<file path="config.mk">
export PLATFORM = sky130hd
export DESIGN_NAME = se_mul_controller
export DESIGN_NICKNAME = d
export VERILOG_FILES = /design/src/rtl/se_mul_controller.sv
export SDC_FILE = /design/constraint.sdc
export NUM_CORES = 1
export LEC_CHECK = 0
export CORE_UTILIZATION = 51
export CTS_BUF_LIST = sky130_fd_sc_hd__clkbuf_4
export DETAILED_ROUTE_END_ITERATION = 7
export MAX_ROUTING_LAYER = met4
export PLACE_DENSITY = 0.86
export SETUP_SLACK_MARGIN = 0.4
export SLEW_MARGIN = 25
export SYNTH_ARGS = -nofsm -noshare
export SYNTH_HDL_FRONTEND = slang
export SYNTH_SLANG_ARGS = --single-unit
</file>
<file path="constraint.sdc">
create_clock -name i_clk -period 8.31 [get_ports i_clk]
set_input_delay 1.662 -clock i_clk [delete_from_list [all_inputs] [get_ports i_clk]]
set_output_delay 1.662 -clock i_clk [all_outputs]
set_load 0.02 [all_outputs]
</file>
<file path="src/rtl/se_mul_controller.sv">
// se_mul_controller
// Sequencer for the squeeze-excite channel-scaling multiplier array.
// A job walks ceil(num_ch / NUM_INSTANCES) beats from a base address. Each
// beat is one buffer read, then one array start a cycle later. Array results
// go through a small skid FIFO to the SE output buffer, with a per-lane
// write mask. The credit rule (fifo_count + inflight < FIFO_DEPTH) means a
// stalled writeback never drops a result from the non-stallable array.
//
// Ports:
//   i_clk, i_rst          clock, synchronous active-low reset
//   i_start, i_num_ch,    job request, sampled only in IDLE
//   i_base_addr
//   o_buf_rd_en/addr      feature/weight buffer read (1-cycle latency)
//   o_mul_start/in_addr   array start_flag / in_address
//   i_mul_valid/out_addr/ array valid / out_address / Mul_result
//   i_mul_result
//   o_wr_en/addr/data/    output buffer write, accepted on i_wr_ready
//   o_wr_mask, i_wr_ready
//   o_busy, o_done        job status, done is a one-cycle pulse
//   o_err_ovf             sticky: result arrived with the FIFO full
//   o_stall_cycles        stall counter, 0 unless SE_CTRL_PERF_CNT_EN
//
// Build option: define SE_CTRL_PERF_CNT_EN to include the stall counter.

module se_mul_controller #(
    parameter int unsigned bitsize       = 14,
    parameter int unsigned FRAC_BITS     = 7,
    parameter int unsigned NUM_INSTANCES = 16,
    parameter int unsigned ADDR_W        = 13,
    parameter int unsigned FIFO_DEPTH    = 4
) (
    input  logic                              i_clk,
    input  logic                              i_rst,
    input  logic                              i_start,
    input  logic [15:0]                       i_num_ch,
    input  logic [ADDR_W-1:0]                 i_base_addr,
    output logic                              o_buf_rd_en,
    output logic [ADDR_W-1:0]                 o_buf_rd_addr,
    output logic                              o_mul_start,
    output logic [ADDR_W-1:0]                 o_mul_in_address,
    input  logic                              i_mul_valid,
    input  logic [ADDR_W-1:0]                 i_mul_out_address,
    input  logic [bitsize*NUM_INSTANCES-1:0]  i_mul_result,
    output logic                              o_wr_en,
    input  logic                              i_wr_ready,
    output logic [ADDR_W-1:0]                 o_wr_addr,
    output logic [bitsize*NUM_INSTANCES-1:0]  o_wr_data,
    output logic [NUM_INSTANCES-1:0]          o_wr_mask,
    output logic                              o_busy,
    output logic                              o_done,
    output logic                              o_err_ovf,
    output logic [31:0]                       o_stall_cycles
);

    localparam int unsigned PtrW  = (FIFO_DEPTH > 1) ? $clog2(FIFO_DEPTH) : 1;
    localparam int unsigned CntW  = PtrW + 1;
    localparam int unsigned SumW  = CntW + 1;
    localparam int unsigned RemW  = (NUM_INSTANCES > 1) ? $clog2(NUM_INSTANCES) : 1;
    localparam int unsigned DataW = bitsize * NUM_INSTANCES;
    localparam int unsigned NbW   = 17;

    if (FRAC_BITS >= bitsize || FIFO_DEPTH < 2 || (FIFO_DEPTH & (FIFO_DEPTH - 1)) != 0)
    begin : g_bad_params
        $error("se_mul_controller: unsupported parameter set");
    end

    typedef enum logic [1:0] {StIdle, StIssue, StDrain, StDone} state_e;

    state_e                   r_state, w_state_next;
    logic [NbW-1:0]           w_nb;
    logic [NbW-1:0]           r_reads_left;
    logic [RemW-1:0]          r_rem;
    logic [ADDR_W-1:0]        r_last_addr, r_rd_addr, r_mul_addr;
    logic                     r_mul_start, r_err_ovf;
    logic [CntW-1:0]          r_count, r_inflight;
    logic [PtrW-1:0]          r_wptr, r_rptr;
    logic [DataW-1:0]         r_fifo_data [FIFO_DEPTH];
    logic [ADDR_W-1:0]        r_fifo_addr [FIFO_DEPTH];
    logic [NUM_INSTANCES-1:0] r_fifo_mask [FIFO_DEPTH];

    logic                     w_start_acc, w_credit, w_rd_en, w_valid_acc, w_dec;
    logic                     w_push, w_pop, w_full, w_empty;
    logic [NUM_INSTANCES-1:0] w_push_mask;

    assign w_nb        = (NbW'(i_num_ch) + NbW'(NUM_INSTANCES - 1)) / NbW'(NUM_INSTANCES);
    assign w_start_acc = (r_state == StIdle) && i_start;
    assign w_empty     = (r_count == '0);
    assign w_full      = (r_count == CntW'(FIFO_DEPTH));
    assign w_credit    = (SumW'(r_count) + SumW'(r_inflight)) < SumW'(FIFO_DEPTH);
    // Results arriving in IDLE belong to an aborted job and are dropped.
    assign w_valid_acc = i_mul_valid && (r_state != StIdle);
    assign w_dec       = w_valid_acc && (r_inflight != '0);
    assign w_push      = w_valid_acc && !w_full;
    assign w_pop       = !w_empty && i_wr_ready;

    always_comb begin
        w_push_mask = '1;
        if (i_mul_out_address == r_last_addr && r_rem != '0) begin
            w_push_mask = (NUM_INSTANCES'(1) << r_rem) - NUM_INSTANCES'(1);
        end
    end

    always_comb begin
        w_state_next = r_state;
        w_rd_en      = 1'b0;
        unique case (r_state)
            StIdle: begin
                // An empty job goes through DRAIN, which is already satisfied,
                // so done lands two cycles after start.
                if (i_start) w_state_next = (w_nb == '0) ? StDrain : StIssue;
            end
            StIssue: begin
                w_rd_en = w_credit;
                if (w_credit && r_reads_left == NbW'(1)) w_state_next = StDrain;
            end
            StDrain: begin
                if (r_inflight == '0 && w_empty) w_state_next = StDone;
            end
            StDone:  w_state_next = StIdle;
            default: w_state_next = StIdle;
        endcase
    end

    always_ff @(posedge i_clk) begin
        if (!i_rst) begin
            r_state      <= StIdle;
            r_reads_left <= '0;
            r_rem        <= '0;
            r_last_addr  <= '0;
            r_rd_addr    <= '0;
            r_mul_addr   <= '0;
            r_mul_start  <= 1'b0;
            r_err_ovf    <= 1'b0;
            r_count      <= '0;
            r_inflight   <= '0;
            r_wptr       <= '0;
            r_rptr       <= '0;
        end else begin
            r_state     <= w_state_next;
            r_mul_start <= w_rd_en;
            if (w_start_acc) begin
                r_reads_left <= w_nb;
                r_rem        <= RemW'(i_num_ch % 16'(NUM_INSTANCES));
                r_last_addr  <= i_base_addr + ADDR_W'(w_nb) - ADDR_W'(1);
                r_rd_addr    <= i_base_addr;
            end else if (w_rd_en) begin
                r_reads_left <= r_reads_left - NbW'(1);
                r_rd_addr    <= r_rd_addr + ADDR_W'(1);
            end
            if (w_rd_en) r_mul_addr <= r_rd_addr;
            case ({w_rd_en, w_dec})
                2'b10:   r_inflight <= r_inflight + CntW'(1);
                2'b01:   r_inflight <= r_inflight - CntW'(1);
                default: ;
            endcase
            case ({w_push, w_pop})
                2'b10:   r_count <= r_count + CntW'(1);
                2'b01:   r_count <= r_count - CntW'(1);
                default: ;
            endcase
            if (w_push) r_wptr <= r_wptr + PtrW'(1);
            if (w_pop)  r_rptr <= r_rptr + PtrW'(1);
            if (w_valid_acc && w_full) r_err_ovf <= 1'b1;
        end
    end

    // Storage is not reset; the head is gated to zero while the FIFO is empty.
    always_ff @(posedge i_clk) begin
        if (w_push) begin
            r_fifo_data[r_wptr] <= i_mul_result;
            r_fifo_addr[r_wptr] <= i_mul_out_address;
            r_fifo_mask[r_wptr] <= w_push_mask;
        end
    end

    assign o_buf_rd_en      = w_rd_en;
    assign o_buf_rd_addr    = r_rd_addr;
    assign o_mul_start      = r_mul_start;
    assign o_mul_in_address = r_mul_addr;
    assign o_wr_en          = !w_empty;
    assign o_wr_addr        = w_empty ? '0 : r_fifo_addr[r_rptr];
    assign o_wr_data        = w_empty ? '0 : r_fifo_data[r_rptr];
    assign o_wr_mask        = w_empty ? '0 : r_fifo_mask[r_rptr];
    assign o_busy           = (r_state != StIdle);
    assign o_done           = (r_state == StDone);
    assign o_err_ovf        = r_err_ovf;

`ifdef SE_CTRL_PERF_CNT_EN
    logic [31:0] r_stall_cycles;
    logic [1:0]  w_stall_inc;
    logic [32:0] w_stall_sum;

    assign w_stall_inc = {1'b0, (r_state == StIssue) && !w_credit}
                       + {1'b0, !w_empty && !i_wr_ready};
    assign w_stall_sum = {1'b0, r_stall_cycles} + 33'(w_stall_inc);

    always_ff @(posedge i_clk) begin
        if (!i_rst) begin
            r_stall_cycles <= '0;
        end else if (w_start_acc) begin
            r_stall_cycles <= '0;
        end else begin
            r_stall_cycles <= w_stall_sum[32] ? '1 : w_stall_sum[31:0];
        end
    end

    assign o_stall_cycles = r_stall_cycles;
`else
    assign o_stall_cycles = '0;
`endif

endmodule

</file>
==> impl_results.md <==
* Outcome: finished clean
* CP Depth at 5
* Die X-Extent at 293 µm
* Iter 0 DRT Violations at 1637
* First-pass GRT wire length at 146000 µm
* Clock Skew at 122 ps
* Root buffer cell: clkbuf_4
* Placeable Area at 83600 µm²
* Number of library cell types mapped by synthesis at 53
* Remaining antenna violation count at 0
* PD cells at 319 nW/µm²
* Most used DFF post-synth: edfxtp_1
* TNS Setup at 0 ps
* Peak fanout along the critical path at 24
* TritonRoute pass-1 iters at 5
* Fraction of layout cells with a size suffix above 1 at 22.5%
* Worst-path cell chain: ha_1 > nor3_2 > nand3_1 > inv_1 > clkdlybuf4s50_1
* Initial antenna violation count at 14
* CTS Buf Count at 292
* Post-CTS Setup Bufs at 0
* Setup WS pre-CTS at 2980 ps
* H-tree levels at 5
* Req. time, crit path at 6650 ps
* Hold WS at 462 ps
* Largest net degree at the start of global routing at 256
* Asr flop ratio synth at 0%
* GRT overflow at 0
* Post-DP HPWL at 59100 µm
* Final Critical Period at 5990 ps
* Fin crit share at 72.1%
* #FFs+latches synth at 1088
* Maximum clock path buffer count at 4
* Hold WC Path Type: flop to flop
* Clock sinks at 1088
* Pleak at 0.0175 µW
* Critical path's largest stage delay at 840 ps
* Crit-path slowest cell: inv_1
* CTS tree: done
* Cts repair resizes at 0
* Cell family with most CP delay: buffers and inverters
* Synth warn at 0
* Die Ht at 293 µm
* Fmax at 0.167 GHz
* Critical path arrival at 4330 ps
* Worst path bufs/invs at 2
* Setup crit end kind: output port
* Initial Utilization at 51.5%
* # IOs at 588
* Hold depth at 2
* Clock Pin Slew Worst Setup and Hold Paths at 60 ps
* VDD IR max at 234 µV
* Final worst setup slack at 2320 ps
* Layout area overhead at 23.5%
* Gpl congestion at 0.862
* Post-synth EDFFs at 1012
* Startpoint Class: flop
* DRC viols at 0
* Post-Syn Area at 43100 µm²
* Nets at 3327
* Rel. slew slack at 21.0%
* Worst slew pin tran at 1180 ps
* Post-Route WL at 96700 µm
* Syn_area_per_cell at 19.1 µm²
* Total GRT Usage at 23.2%
* Hold-fix buffers, CTS at 0
* Later-pin clock latency in the skew report at 1120 ps
* Via Count at 23730
* Vias in the first global route at 25318
* Fin. max-slew vios at 0
* WL/cell at 22.6 µm
* Die ar. at 85600 µm²
* Seq/Total Area, Yosys at 74.1%
* Kind of critical path: flop to output port
* Gate count of the mapped netlist at 2252
* Worst R2R Path Depth at 7
* Max-cap violation count at 0
* Final hold viol count at 0
* RSZ-0062 raised after global routing: false
* Placement row count at 106
* Buffers on Ports at 555
* Vias/cell at 5.54
* Final setup vio count at 0
==> cell usage after synthesis (20+ instances only) <==
master / n / share of area, %
clkbuf_1: 75 / 0.65
a211oi_1: 22 / 0.38
and2_1: 260 / 3.8
ha_1: 40 / 1.2
nand3_1: 21 / 0.24
nor2_1: 55 / 0.48
xor2_1: 39 / 0.79
xnor2_1: 27 / 0.55
dfxtp_1: 76 / 3.5
edfxtp_1: 1012 / 71
nand2_1: 81 / 0.71
buf_1: 20 / 0.17
buf_4: 32 / 0.56
a21oi_1: 42 / 0.49
mux4_2: 253 / 13
inv_1: 57 / 0.50
==> per-layer routing <==
metal	wire length, µm	up-vias	global-route usage (%)
met2	51300	1032	38.3
li1	-	10475	-
met4	2920	0	10.4
met3	7440	169	6.78
met1	35000	12054	26.4
met5	0	-	-
==> logic make-up after synthesis <==
kind of cell,after synthesis,share of synthesized area [%]
buffers and inverters,203,2.10
and+or+nand+nor,487,6.31
AOI/OAI and AO/OA,108,1.55
other,2,0.0174
xor gates and xnor gates,66,1.34
DFF,1088,74.1
adders and majority gates,43,1.30
muxes,255,13.3
==> area by class of cell <==
| class | instances | area, µm² |
|---|---|---|
| diodes | 14 | 35.0 |
| clock buffers | 410 | 3080 |
| clock inverters | 64 | 355 |
| fillers | 5509 | 30400 |
| inverters | 58 | 218 |
| multi-input cells | 995 | 10400 |
| flip-flops and latches | 1088 | 31900 |
| well taps | 1080 | 1350 |
| repair buffers | 578 | 5850 |
==> power breakdown <==
group | internal, µW | total [µW] | switching [µW]
sequential | 6560 | 6820 | 255
clock | 2380 | 4430 | 2050
combinational | 2700 | 5700 | 3000
==> worst reg2reg max path, delay by kind of cell, from the launching register on <==
family          cells  cell delay, ps
flops               1             390
buf+inv             3             770
fa+ha+maj           1             240
compound gates      1             520
simple gates        2             940
==> layout by cell type, fill, tap and decap left out, drive strengths merged, types with 55 or more instances in the layout <==
master	Yosys	layout
and2	260	260
clkbuf	75	410
clkdlybuf4s50	0	555
clkinv	1	55
dfxtp	76	76
edfxtp	1012	1012
inv	57	63
mux4	253	253
nand2	81	81
nor2	55	55
==> flip-flops by register name, indices dropped and copies added (netlist names), named ones only <==
name,cells
o_mul_start,1
r_fifo_addr,52
r_fifo_data,896
r_state,2
r_count,3
o_buf_rd_addr,13
r_rem,4
r_wptr,2
r_inflight,3
o_mul_in_address,13
r_fifo_mask,64
r_rptr,2
o_err_ovf,1
r_last_addr,13
r_reads_left,17
==> path summary, 6_finish.rpt <==
| path | end | slack [ps] | from |
|---|---|---|---|
| worst max-delay path | o_buf_rd_en | 2320 | r_inflight[2] |
| worst min-delay path | o_mul_in_address[6] | 460 | o_mul_in_address[6] |
| worst max register to register | r_fifo_data[2][147] | 4720 | r_state[0] |
| worst min register to register | o_mul_in_address[6] | 460 | o_mul_in_address[6] |
==> per-stage QoR <==
stage / power [µW] / util (%) / area [µm²] / cells
2_1_floorplan: 10300 / - / 43200 / 2286
3_3_place_gp: 12500 / 59.5 / 49700 / 3798
3_5_place_dp: 12600 / 59.5 / 49700 / 3798
4_1_cts: 17100 / 63.6 / 53100 / 4272
5_1_grt: 17700 / 63.7 / 53200 / 4286
6_report: 16900 / 63.7 / 53200 / 4287
No activity file was read; power rests on OpenSTA's default activity.
